## src/rtl/alu_arbiter.sv

```systemverilog
// Two-requester round-robin front end for a single shared combinational ALU.
// One operation in flight: IDLE (grant/accept) -> EXEC (drive ALU, capture) -> RESP (hold until taken).
module alu_arbiter #(
    parameter int INPUT_WIDTH = 16
) (
    input  logic                     clk,
    input  logic                     rst_n,
    input  logic [1:0]               req_valid,
    output logic [1:0]               req_ready,
    input  logic [2*INPUT_WIDTH-1:0] req_a,
    input  logic [2*INPUT_WIDTH-1:0] req_b,
    input  logic [7:0]               req_cop,
    output logic [INPUT_WIDTH-1:0]   alu_a,
    output logic [INPUT_WIDTH-1:0]   alu_b,
    output logic [3:0]               alu_cop,
    input  logic [INPUT_WIDTH-1:0]   alu_result,
    input  logic                     alu_ovf,
    output logic                     rsp_valid,
    input  logic                     rsp_ready,
    output logic                     rsp_id,
    output logic [INPUT_WIDTH-1:0]   rsp_result,
    output logic                     rsp_ovf,
    output logic                     rsp_err,
    output logic                     busy
);

    typedef enum logic [1:0] {IDLE, EXEC, RESP} state_t;

    typedef struct packed {
        logic [INPUT_WIDTH-1:0] a;
        logic [INPUT_WIDTH-1:0] b;
        logic [3:0]             cop;
        logic                   id;
    } op_t;

    state_t state, state_nxt;
    op_t    op_q, op_sel;
    logic   ptr;
    logic   any_vld;
    logic   gnt;
    logic   accept;
    logic   cop_ok;
    logic   drive;

    assign any_vld = |req_valid;
    // Pointer holder wins a tie; otherwise whoever is asking.
    assign gnt     = req_valid[ptr] ? ptr : ~ptr;
    assign accept  = (state == IDLE) && any_vld;

    always_comb begin
        op_sel.a   = gnt ? req_a[2*INPUT_WIDTH-1:INPUT_WIDTH] : req_a[INPUT_WIDTH-1:0];
        op_sel.b   = gnt ? req_b[2*INPUT_WIDTH-1:INPUT_WIDTH] : req_b[INPUT_WIDTH-1:0];
        op_sel.cop = gnt ? req_cop[7:4] : req_cop[3:0];
        op_sel.id  = gnt;
    end

    always_comb begin
        case (op_q.cop)
            4'b0000, 4'b0001, 4'b0010,
            4'b0011, 4'b0100, 4'b0110: cop_ok = 1'b1;
            default:                   cop_ok = 1'b0;
        endcase
    end

    // Illegal opcodes never reach the ALU; it keeps seeing all-zero inputs.
    assign drive   = (state == EXEC) && cop_ok;
    assign alu_a   = drive ? op_q.a   : '0;
    assign alu_b   = drive ? op_q.b   : '0;
    assign alu_cop = drive ? op_q.cop : 4'b0000;

    always_comb begin
        state_nxt = state;
        req_ready = 2'b00;
        case (state)
            IDLE: begin
                if (any_vld) begin
                    req_ready[gnt] = 1'b1;
                    state_nxt      = EXEC;
                end
            end
            EXEC:    state_nxt = RESP;
            RESP:    if (rsp_ready) state_nxt = IDLE;
            default: state_nxt = IDLE;
        endcase
    end

    always_ff @(posedge clk or negedge rst_n) begin
        if (!rst_n) begin
            state <= IDLE;
        end else begin
            state <= state_nxt;
        end
    end

    always_ff @(posedge clk or negedge rst_n) begin
        if (!rst_n) begin
            op_q <= '0;
        end else if (accept) begin
            op_q <= op_sel;
        end
    end

    always_ff @(posedge clk or negedge rst_n) begin
        if (!rst_n) begin
            rsp_result <= '0;
            rsp_ovf    <= 1'b0;
            rsp_err    <= 1'b0;
            rsp_id     <= 1'b0;
        end else if (state == EXEC) begin
            rsp_result <= cop_ok ? alu_result : '0;
            rsp_ovf    <= cop_ok & alu_ovf;
            rsp_err    <= ~cop_ok;
            rsp_id     <= op_q.id;
        end
    end

    // Next round starts with the requester that did not just finish.
    always_ff @(posedge clk or negedge rst_n) begin
        if (!rst_n) begin
            ptr <= 1'b0;
        end else if ((state == RESP) && rsp_ready) begin
            ptr <= ~rsp_id;
        end
    end

    assign rsp_valid = (state == RESP);
    assign busy      = (state != IDLE);

endmodule
```

## config.mk

```make
export PLATFORM = sky130hd
export DESIGN_NAME = alu_arbiter
export DESIGN_NICKNAME = d
export VERILOG_FILES = /design/src/rtl/alu_arbiter.sv
export SDC_FILE = /design/constraint.sdc
export NUM_CORES = 1
export LEC_CHECK = 0
export CAP_MARGIN = 20
export CORE_UTILIZATION = 37
export CTS_BUF_LIST = sky130_fd_sc_hd__clkbuf_4 sky130_fd_sc_hd__clkbuf_8
export DETAILED_ROUTE_END_ITERATION = 7
export PLACE_DENSITY = 0.77
export SYNTH_ARGS = -nofsm -noshare
export SYNTH_HDL_FRONTEND = slang
export SYNTH_SLANG_ARGS = --single-unit
```

## constraint.sdc

```tcl
create_clock -name clk -period 2 [get_ports clk]
set_clock_uncertainty 0.1 [all_clocks]
set_input_delay 0.6 -clock clk [delete_from_list [all_inputs] [get_ports clk]]
set_output_delay 0.6 -clock clk [all_outputs]
set_load 0.03 [all_outputs]
```

Word level (Yosys, flattened, before mapping)
Cells that the tools add are included.
{ "op_classes": {"magnitude_cmp": 3, "eq_ne": 9, "n_mux": 18, "bitwise": 4, "n_reduce_logical": 10} }
{ "ops": {"columns": ["operator", "count"], "rows": [
  ["$mux 16", 5],
  ["$eq 4x2->1 const B", 2],
  ["$eq 4x3->1 const B", 2],
  ["$mux 2", 4],
  ["$mux 4", 2],
  ["$pmux 2 s3", 1],
  ["$reduce_or 6->1", 1],
  ["$mux 1", 5],
  ["$eq 4x1->1 const B", 1],
  ["$logic_and 1x1->1", 4],
  ["$logic_not 4->1", 1],
  ["$lt 1x2->1 const B", 2],
  ["$not 1->1", 3],
  ["$eq 2x1->1 const B", 1],
  ["$eq 2x2->1 const B", 1],
  ["$logic_not 2->1", 1],
  ["$ne 2x1->1 const B", 1],
  ["$ne 2x2->1 const B", 1],
  ["$reduce_and 2->1", 1],
  ["$reduce_bool 2->1", 1],
  ["$reduce_or 2->1", 1],
  ["$and 1x1->1", 1],
  ["$demux 1 s1", 1],
  ["$ge 1x1->1 const B", 1]
]} }
{ "totals": {"regBits": 59, "inputBits": 94, "output_inout_bits": 59, "wordCells": 54} }

Longest topological paths before layout
{ "logic_depth": {"depth_word": 9, "depth_mapped": 6, "mapped_depth_nobuf": 4} }

Worst setup path after synthesis
OpenSTA, ideal clock, no wires.
{ "synth_timing": {"path_kind": "register to output", "startpoint": "reg state[1]", "endpoint": "out alu_a[10]", "t_arrival_ps": 1380, "required_ps": 1300, "path_slack_ps": -80, "stages_incl_launch_ff": 5, "path_buffers": 1, "cell_sequence": "dfrtp_1 nand2b_4 a211oi_4 clkbuf_1 and2_1"} }
{ "synth_between": {"elab_chain_len": 3} }
{ "synth_lines": {"columns": ["element", "line_no", "source"], "rows": [
  ["from (decl)", "36", "state_t state, state_nxt;"],
  ["from (signal assigned)", "91", "state <= state_nxt;"],
  ["$eq 2x1->1", "66", "assign drive = (state == EXEC) && cop_ok;"],
  ["$logic_and 1x1->1", "66", null],
  ["$mux 16", "67", "assign alu_a = drive ? op_q.a : '0;"],
  ["to (decl)", "13", "output logic [INPUT_WIDTH-1:0] alu_a,"]
]} }
No other way between the ends.

Final worst setup path
{ "layout_timing": {"startpoint": "reg state[1]", "endpoint": "out alu_a[6]"} }
The elaborated chain is that of the path after synthesis.

==> summary.txt <==
Drt
  – DR pass1 iterations: 4
  – Vias per cell: 4.95
  – Final wirelength: 8670 um
  – Drt first-iter violations: 80
  – Antenna Violating Nets Remaining: 0
  – Routed len/inst: 15.4 um
  – Via count: 2792
  – DRC: 0

Critical path
  – Cell mode on critical path: buf_6
  – Crit-path slowest cell: dfrtp_1
  – Reg2reg setup slack: 0.19 ns
  – Kind of critical path: flip-flop to output pin
  – Critical Path RT: 1.30 ns
  – CP Launch Type: flip-flop
  – FF-to-FF Start: state[0]
  – Reg2Reg Depth: 7
  – Critical path arrival: 1.65 ns
  – CP Launch Point: state[1]
  – Crit-path cells: nand2b_4 -> a211oi_4 -> buf_6 -> buf_12 -> and2_2 -> buf_6
  – Crit end category: output pin
  – Slowest stage delay, CP: 0.40 ns
  – CP Max Fanout: 16

Outcome
  – Failing checks: setup timing
  – Run status: finished with violations

Clock tree
  – Clock buffer count from CTS: 9
  – Root Buffer: clkbuf_8
  – Depth of the CTS H-tree: 3
  – Worst-path clk slew: 0.07 ns
  – Worst skew pair latency: 0.33 ns
  – CTS max path bufs: 2
  – Clk sinks: 59
  – CTS Hold Bufs: 0
  – CTS tree: built

Power
  – Leak Pwr: 2.47 nW
  – Psw: 0.00264 W
  – Clk network pwr share: 17.2%
  – Comb pwr share: 52.1%
  – Switch share: 39.7%
  – PD cells: 1340 nW/um^2
  – Int Pwr: 0.00400 W
  – Reg power frac: 30.6%
  – Final Power: 0.00664 W
  – Maximum vdd drop: 594 uV

Floorplan
  – Cell Rows: 31
  – Die Width: 89.8 um
  – Core region area: 7370 um^2
  – Initial Util: 38.7%
  – DIE HEIGHT: 89.8 um
  – Total die area: 8060 um^2
  – Ports placed on the boundary: 153

Synthesis
  – Largest cells by area after synthesis: dfrtp_1, o221ai_1, inv_1, and2_1, o21ai_0
  – EDFF count, synth: 0
  – Synth unique cells: 20
  – Post-Syn Instances: 300
  – Yosys top cell by area: dfrtp_1
  – Predominant post-synthesis flop cell: dfrtp_1
  – Synth top cells by count: inv_1, dfrtp_1, o21ai_0
  – Sequential area share after synthesis: 51.8%
  – Yosys warning count: 0
  – Seq cells post-synth: 59
  – Synthesized area: 2850 um^2
  – Post-Syn Nets: 394
  – Area share of the largest cell type after synthesis: 51.8%
  – Ys async rst share: 100%
  – Most frequent cell after synthesis: inv_1
  – Mean post-synth cell area: 9.50 um^2

STA
  – Final Setup Violations: 39
  – Slew Viols, Final: 0
  – Final min period: 2.35 ns
  – Final Hold Violating Endpoints: 0
  – Hold Worst Slack: 0.120 ns
  – Fin crit share: 118%
  – Unrepaired setup endpoints after global routing: true
  – Setup ws final: -0.354 ns
  – Setup TNS: -12.18 ns
  – Max Freq: 425 MHz

GRT
  – Via count of the first global-routing pass: 2964
  – Pin count of the biggest net entering global routing: 38
  – Global-route wire length before repair: 14200 um
  – Grt ovf: 0
  – Overall routing resource usage: 21.9%
  – Initial antenna violation count: 0

Layout
  – P&R area growth vs syn: 73.8%
  – Share of cells above drive strength 1: 26.2%
  – Final net count: 554
  – Diode count: 0

Placement
  – Port Buf Inserts: 151
  – GPL Wtd Cong: 0.769
  – DP Worst Slack: -0.228 ns
  – Post-detail-place hpwl: 5640 um

Run
  – Max Cap Viol: 0

Worst hold path
  – Worst hold path class: primary input to asynchronous set/reset pin
## state kept, by name (all words and copies together), names as in the netlist
register / count
state: 2
rsp_ovf: 1
op_q: 37
ptr: 1
rsp_err: 1
rsp_result: 16
rsp_id: 1
## path summary, 6_finish.rpt
kind / to
hold reg to reg: ptr
max in group asynchronous: op_q[2]
min in group clk: ptr
hold / removal: rsp_result[12]
setup reg to reg: op_q[25]
setup / recovery: alu_a[6]
## power by group through the flow
stage / Sequential, W / Combinational (W) / Clock, W
global route: 0.00211 / 0.00371 / 0.00122
finish: 0.00203 / 0.00346 / 0.00114
detailed placement: 0.00204 / 0.00316 / 0
floorplan: 0.00226 / 0.00167 / 0
global placement: 0.00200 / 0.00311 / 0
CTS: 0.00202 / 0.00337 / 0.00117
## area by class of cell
class                           instances  area, um^2
Timing Repair Buffer                  171        1780
Sequential cell                        59        1480
Tap cell                               99         124
Inverter                               77         289
Clock buffer                           12         165
Clock inverter                          4        47.5
Fill cell                             577        2410
Multi-Input combinational cell        142        1080
## routing by layer
metal | wire (um) | track usage [%]
met3 | 424 | 4.57
met2 | 4450 | 38.2
met4 | 105 | 7.51
met1 | 3700 | 26.9
met5 | 0 | 0
## cell families (layout without fill, tap and decap cells)
| kind of cell | after synthesis | count (layout) | share of synthesized area (%) |
|---|---|---|---|
| buf+inv | 99 | 264 | 13.7 |
| compound gates | 94 | 94 | 24.1 |
| flops | 59 | 59 | 51.8 |
| simple gates | 46 | 46 | 9.87 |
| other cells | 1 | 1 | 0.132 |
| mux | 1 | 1 | 0.395 |
## critical path: cells and delay by family, from the launching register on
family / cells / cell delay [ns]
buffers and inverters: 3 / 0.41
flip-flops: 1 / 0.40
AND/OR/NAND/NOR: 2 / 0.32
AO/OA/AOI/OAI: 1 / 0.20
## cell usage in the layout, fill, tap and decap left out, drive strengths merged, types with 2 or more instances in the layout
cell | synthesis | final
nor2 | 3 | 3
clkdlybuf4s50 | 0 | 90
clkinv | 0 | 2
and2 | 35 | 35
o21ai | 38 | 38
clkbuf | 8 | 12
inv | 77 | 77
nand2b | 3 | 3
o221ai | 36 | 36
nand3 | 2 | 2
nand2 | 2 | 2
a22o | 17 | 17
dfrtp | 59 | 59
dlygate4sd2 | 0 | 21
buf | 14 | 60
## timing repair
| item | CTS | global route |
|---|---|---|
| setup endpoints to repair | 57 | 39 |
| gates cloned | 1 | 1 |
| gates resized for setup | 74 | 22 |
| buffers inserted | 2 | 3 |
| pin swaps | 9 | 7 |
## metrics by stage
stage,std cells,util [%],area [um^2]
6_report,564,67.3,4960
5_1_grt,564,67.3,4960
4_1_cts,561,66.6,4910
3_5_place_dp,542,61.2,4510
3_3_place_gp,542,61.2,4510
2_1_floorplan,300,-,2900
Note: power is estimated with default switching activity, not from simulation.
